`config.mk`:
```
export PLATFORM = sky130hd
export DESIGN_NAME = clk_analyzer
export DESIGN_NICKNAME = d
export VERILOG_FILES = /design/src/rtl/clk_analyzer.sv
export SDC_FILE = /design/constraint.sdc
export NUM_CORES = 1
export LEC_CHECK = 0
export CORE_MARGIN = 2
export CORE_UTILIZATION = 55
export CTS_CLUSTER_DIAMETER = 30
export DETAILED_ROUTE_END_ITERATION = 7
export PLACE_DENSITY_LB_ADDON = 0.15
export SLEW_MARGIN = 10
export SYNTH_ARGS = -nofsm -noshare
export SYNTH_HDL_FRONTEND = slang
export SYNTH_SLANG_ARGS = --single-unit
```
`constraint.sdc`:
```
create_clock -name clk -period 4.2 [get_ports clk]
set_input_delay 1.26 -clock clk [delete_from_list [all_inputs] [get_ports clk]]
set_output_delay 1.26 -clock clk [all_outputs]
set_load 0.02 [all_outputs]
```
`src/rtl/clk_analyzer.sv`:
```
// Recovers clk1 duty cycle and phase offset relative to clk0 and reports them
// on parallel outputs and as a two-beat go/data frame matching clk_generator.
module clk_analyzer #(
    parameter int unsigned W      = 3,
    parameter int unsigned PERIOD = 8
) (
    input  logic         clk,
    input  logic         rst,
    input  logic         start,
    input  logic         clk0,
    input  logic         clk1,
    output logic         busy,
    output logic         valid,
    output logic         err,
    output logic [W-1:0] duty_o,
    output logic [W-1:0] phase_o,
    output logic         go_out,
    output logic [W-1:0] dataout
);

    localparam int unsigned CW = W + 1;
    localparam logic [CW-1:0] C_ONE      = CW'(1);
    localparam logic [CW-1:0] C_LAST     = CW'(PERIOD - 1);
    localparam logic [CW-1:0] C_ARM_LAST = CW'(2 * PERIOD - 1);

    typedef enum logic [2:0] {
        S_IDLE, S_ARM, S_PHASE, S_DUTY, S_EMIT1, S_EMIT2
    } state_t;

    state_t          r_state;
    logic [CW-1:0]   r_cnt;
    logic            r_p0;
    logic            r_p1;
    logic            r_any1;
    logic [W-1:0]    r_duty;
    logic [W-1:0]    r_phase;
    logic            r_busy;
    logic            r_valid;
    logic            r_err;
    logic [W-1:0]    r_duty_o;
    logic [W-1:0]    r_phase_o;
    logic            r_go;
    logic [W-1:0]    r_dataout;

    state_t          w_state_nxt;
    logic [CW-1:0]   w_cnt_nxt;
    logic            w_any1_nxt;
    logic [W-1:0]    w_duty_nxt;
    logic [W-1:0]    w_phase_nxt;
    logic            w_err_nxt;
    logic            w_busy_nxt;
    logic            w_valid_nxt;
    logic            w_go_nxt;
    logic [W-1:0]    w_dataout_nxt;
    logic [W-1:0]    w_duty_o_nxt;
    logic [W-1:0]    w_phase_o_nxt;
    logic            w_rise0;
    logic            w_rise1;

    assign w_rise0 = clk0 & ~r_p0;
    assign w_rise1 = clk1 & ~r_p1;

    // State, measurement datapath and registered outputs
    always_ff @(posedge clk) begin
        if (rst) begin
            r_state   <= S_IDLE;
            r_cnt     <= '0;
            r_p0      <= 1'b0;
            r_p1      <= 1'b0;
            r_any1    <= 1'b0;
            r_duty    <= '0;
            r_phase   <= '0;
            r_busy    <= 1'b0;
            r_valid   <= 1'b0;
            r_err     <= 1'b0;
            r_duty_o  <= '0;
            r_phase_o <= '0;
            r_go      <= 1'b0;
            r_dataout <= '0;
        end else begin
            r_state   <= w_state_nxt;
            r_cnt     <= w_cnt_nxt;
            r_p0      <= clk0;
            r_p1      <= clk1;
            r_any1    <= w_any1_nxt;
            r_duty    <= w_duty_nxt;
            r_phase   <= w_phase_nxt;
            r_busy    <= w_busy_nxt;
            r_valid   <= w_valid_nxt;
            r_err     <= w_err_nxt;
            r_duty_o  <= w_duty_o_nxt;
            r_phase_o <= w_phase_o_nxt;
            r_go      <= w_go_nxt;
            r_dataout <= w_dataout_nxt;
        end
    end

    // Next state and measurement updates
    always_comb begin
        w_state_nxt = r_state;
        w_cnt_nxt   = r_cnt;
        w_any1_nxt  = r_any1;
        w_duty_nxt  = r_duty;
        w_phase_nxt = r_phase;
        w_err_nxt   = 1'b0;
        case (r_state)
            S_IDLE: begin
                if (start) begin
                    w_state_nxt = S_ARM;
                    w_cnt_nxt   = '0;
                end
            end
            S_ARM: begin
                if (w_rise0) begin
                    w_cnt_nxt  = C_ONE;
                    w_any1_nxt = clk1;
                    if (w_rise1) begin
                        w_phase_nxt = '0;
                        w_state_nxt = S_DUTY;
                    end else begin
                        w_state_nxt = S_PHASE;
                    end
                end else if (r_cnt == C_ARM_LAST) begin
                    w_err_nxt   = 1'b1;
                    w_state_nxt = S_IDLE;
                end else begin
                    w_cnt_nxt = r_cnt + C_ONE;
                end
            end
            S_PHASE: begin
                if (w_rise1) begin
                    w_phase_nxt = r_cnt[W-1:0];
                    w_cnt_nxt   = C_ONE;
                    w_state_nxt = S_DUTY;
                end else if (r_cnt == C_LAST) begin
                    // No clk1 rise in a full period: flat low is a valid 0/0 result
                    if (r_any1 | clk1) begin
                        w_err_nxt   = 1'b1;
                        w_state_nxt = S_IDLE;
                    end else begin
                        w_duty_nxt  = '0;
                        w_phase_nxt = '0;
                        w_state_nxt = S_EMIT1;
                    end
                end else begin
                    w_cnt_nxt  = r_cnt + C_ONE;
                    w_any1_nxt = r_any1 | clk1;
                end
            end
            S_DUTY: begin
                if (!clk1) begin
                    w_duty_nxt  = r_cnt[W-1:0];
                    w_state_nxt = S_EMIT1;
                end else if (r_cnt == C_LAST) begin
                    w_err_nxt   = 1'b1;
                    w_state_nxt = S_IDLE;
                end else begin
                    w_cnt_nxt = r_cnt + C_ONE;
                end
            end
            S_EMIT1: w_state_nxt = S_EMIT2;
            S_EMIT2: w_state_nxt = S_IDLE;
            default: w_state_nxt = S_IDLE;
        endcase
    end

    // Output values for the upcoming state
    always_comb begin
        w_busy_nxt    = (w_state_nxt != S_IDLE);
        w_valid_nxt   = 1'b0;
        w_go_nxt      = 1'b0;
        w_dataout_nxt = '0;
        w_duty_o_nxt  = r_duty_o;
        w_phase_o_nxt = r_phase_o;
        if (w_state_nxt == S_EMIT1) begin
            w_valid_nxt   = 1'b1;
            w_go_nxt      = 1'b1;
            w_dataout_nxt = w_duty_nxt;
            w_duty_o_nxt  = w_duty_nxt;
            w_phase_o_nxt = w_phase_nxt;
        end else if (w_state_nxt == S_EMIT2) begin
            w_go_nxt      = 1'b1;
            w_dataout_nxt = r_phase;
        end
    end

    assign busy    = r_busy;
    assign valid   = r_valid;
    assign err     = r_err;
    assign duty_o  = r_duty_o;
    assign phase_o = r_phase_o;
    assign go_out  = r_go;
    assign dataout = r_dataout;

endmodule

```
==> out/metrics.yaml <==
logic_synthesis:
  synth.area.top_cells: "dfxtp_1 (41%), a21oi_1 (5.9%), nand2_1 (4.4%)"
  yosys_warnings: 0
  synth_edf_count: 0
  syn_nets: 158
  yosysMostFrequentCell: "dfxtp_1"
  yosys-top-cells-count: "dfxtp_1 (26), a21oi_1 (15), nand2_1 (15), nor2_1 (15), o21ai_0 (6)"
  synth.avg_cell_area_sq_um: 8.396
  yosysTopAreaCellShare: 0.4078
  synth.distinct_cells: 42
  synth-async-reset-ratio: 0
  syn-cell-area_sq_mm: 0.001276
  synth_cells: 152
  ys_seq_area_frac: 0.4078
  synth-main-ff-cell: "dfxtp_1"
  yosysTopAreaCell: "dfxtp_1"
  synth_seq_cells: 26
floorplan:
  initial_core_util: 0.5769
  rows: 17
  die_y_um: 52.17
  core_sq_mm: 0.002212
  pin_count: 18
  die-area_sq_mm: 0.002722
  die_w_um: 52.17
critical_path:
  startpoint_type: "input pin"
  critical_path_class: "in -> reg"
  crit_slowest_cell: "clkdlybuf4s50_1"
  cp_cell_sequence: "clkdlybuf4s50_1, and3b_1, or3_4, a31oi_4, nor2_2, a221o_1"
  r2r_cells: 6
  arrival_ns: 3.13
  path_max_fanout: 12
  crit_family: "buffers and inverters"
  critPathMaxStageDelay_ns: 0.68
  end_kind: "register"
  cp_num_cells: 6
  cp.required_ns: 4.43
  path_buf_inv: 1
timing:
  final-hold-violation-count: 0
  rsz0062_at_grt: "no"
  period_share: 0.6925
  fin_setup_tns_ns: 0
  finalCriticalPeriod_ns: 2.908
  fin_ws_ns: 1.292
  whs_ns: 0.4707
  skew_ns: 0.007240
  worstMarginPinSlew_ns: 0.6628
  max_slew_margin: 0.5547
  fmax_mhz: 343.8
  finalSetupViolations: 0
  slew_viol_final: 0
hold_path:
  holdPathStages: 2
  min_path_type: "reg -> reg"
pwr:
  p_leak_nw: 0.5121
  ir_worst_vdd_mv: 0.2954
  power.density_mw_per_mm2: 302.3
  power_uw: 446.7
detailed_routing:
  drc_errors: 0
  first_pass_iters: 4
  vias: 1166
  drt_iter0_drc: 38
  finalWirelength_mm: 2.799
  antenna_left: 0
  via_per_inst: 6.041
  routedWlPerCell_um: 14.50
clock_tree:
  worstSkewPairLatency_ns: 0.32
  cts_tree: "yes"
  cts_inserted_buffers: 3
  clockBufferDepth: 2
  clock-sinks: 26
  hold_buffers: 0
  htreeDepth: 1
  cts_resized: 0
  post_cts_buffers: 0
  clk_pin_slew_ns: 0.14
  root_buffer: "clkbuf_4"
place:
  placed_area_sq_mm: 0.001441
  gp_congestion: 0.8629
  port_buffers: 17
  dp_hpwl_mm: 2.088
  dp_slack_ns: 0.9475
global_route:
  antenna_found_initial: 0
  grt_max_degree: 23
  grt_pass1_wl_mm: 4.650
  grt_pass1_vias: 1080
  overflow: 0
  globalRouteTotalUtil: 0.2278
final_layout:
  area_growth_syn_to_layout_pct: 15.78
  drive_gt1_frac: 0.07879
  diodes: 0
  finalInstanceArea_sq_mm: 0.001478
  nNetsFinal: 172
  fill_cells: 198
outcome:
  status: "complete, no violations"
run:
  maxCapViolCount: 0
registers in the layout (all words and copies together) (netlist names), 3 cells and up:
register	flops
r_state	3
phase_o	3
r_phase	3
dataout	3
duty_o	3
r_cnt	4
per-stage QoR:
step                utilization  cells
finish                   0.6680    193
global route             0.6680    193
CTS                      0.6680    193
detailed placement       0.6516    189
global placement         0.6516    189
floorplan                     -    152
worst register-to-register path, cell delays in order, from the launching register on:
cell	delay (ns)
dfxtp_1	0.45
ha_1	0.22
and2_1	0.31
a21oi_1	0.17
nor3_1	0.55
nor3b_1	0.12
a31o_2	0.24
layer usage:
| layer | global-route usage | wire length, um | share of wire | vias up |
|---|---|---|---|---|
| li1 | - | - | - | 574 |
| met1 | 0.3153 | 1294 | 0.46 | 553 |
| met2 | 0.3629 | 1322 | 0.47 | 35 |
| met3 | 0.04571 | 152 | 0.054 | 4 |
| met4 | 0.05983 | 28 | 0.010 | 0 |
| met5 | 0 | 0 | 0 | - |
cell usage in the layout, fill, tap and decap left out, types with 3 or more instances in the layout:
master           netlist  final
nand2_1               15     15
nor3_1                 5      5
nor2_1                15     15
clkdlybuf4s50_1        0     17
clkbuf_4               0      3
and2_1                 5      5
a21oi_1               15     15
nor3b_1                4      4
nand2b_1               5      5
dfxtp_1               26     26
nor2b_1                5      5
nand3_1                5      5
a31o_2                 3      3
a22o_1                 4      4
o21ai_0                6      6
power by group:
| part | switching, mW | internal [mW] | total [mW] |
|---|---|---|---|
| Combinational | 0.0326 | 0.0252 | 0.0578 |
| Clock | 0.0749 | 0.0530 | 0.128 |
| Sequential | 0.00868 | 0.252 | 0.261 |
| Total | 0.116 | 0.330 | 0.447 |
final timing paths:
| check | from | end | slack [ns] |
|---|---|---|---|
| min | duty_o[2]$_SDFFE_PP0P_ | duty_o[2]$_SDFFE_PP0P_ | 0.47 |
| max | clk1 | r_cnt[3]$_SDFFE_PP0P_ | 1.29 |
| max reg2reg | r_cnt[0]$_SDFFE_PP0P_ | phase_o[1]$_SDFFE_PP0P_ | 2.05 |
| min reg2reg | duty_o[2]$_SDFFE_PP0P_ | duty_o[2]$_SDFFE_PP0P_ | 0.47 |
final cells by class:
class	instances	area [sq um]	share of cell area
multi-input cells	115	700.7	0.4742
flip-flops and latches	26	520.5	0.3522
repair buffers	18	177.7	0.1202
clock buffers	4	36.28	0.02456
well taps	28	35.03	0.02371
inverters	2	7.507	0.005080
cells by family after synthesis:
logic type | synth area share
AND/OR/NAND/NOR | 0.3039
buffers and inverters | 0.04314
AO/OA/AOI/OAI | 0.2353
flip-flops | 0.4078
adder cells (fa/ha/maj) | 0.009802
Note: power is estimated with default switching activity, not from simulation.
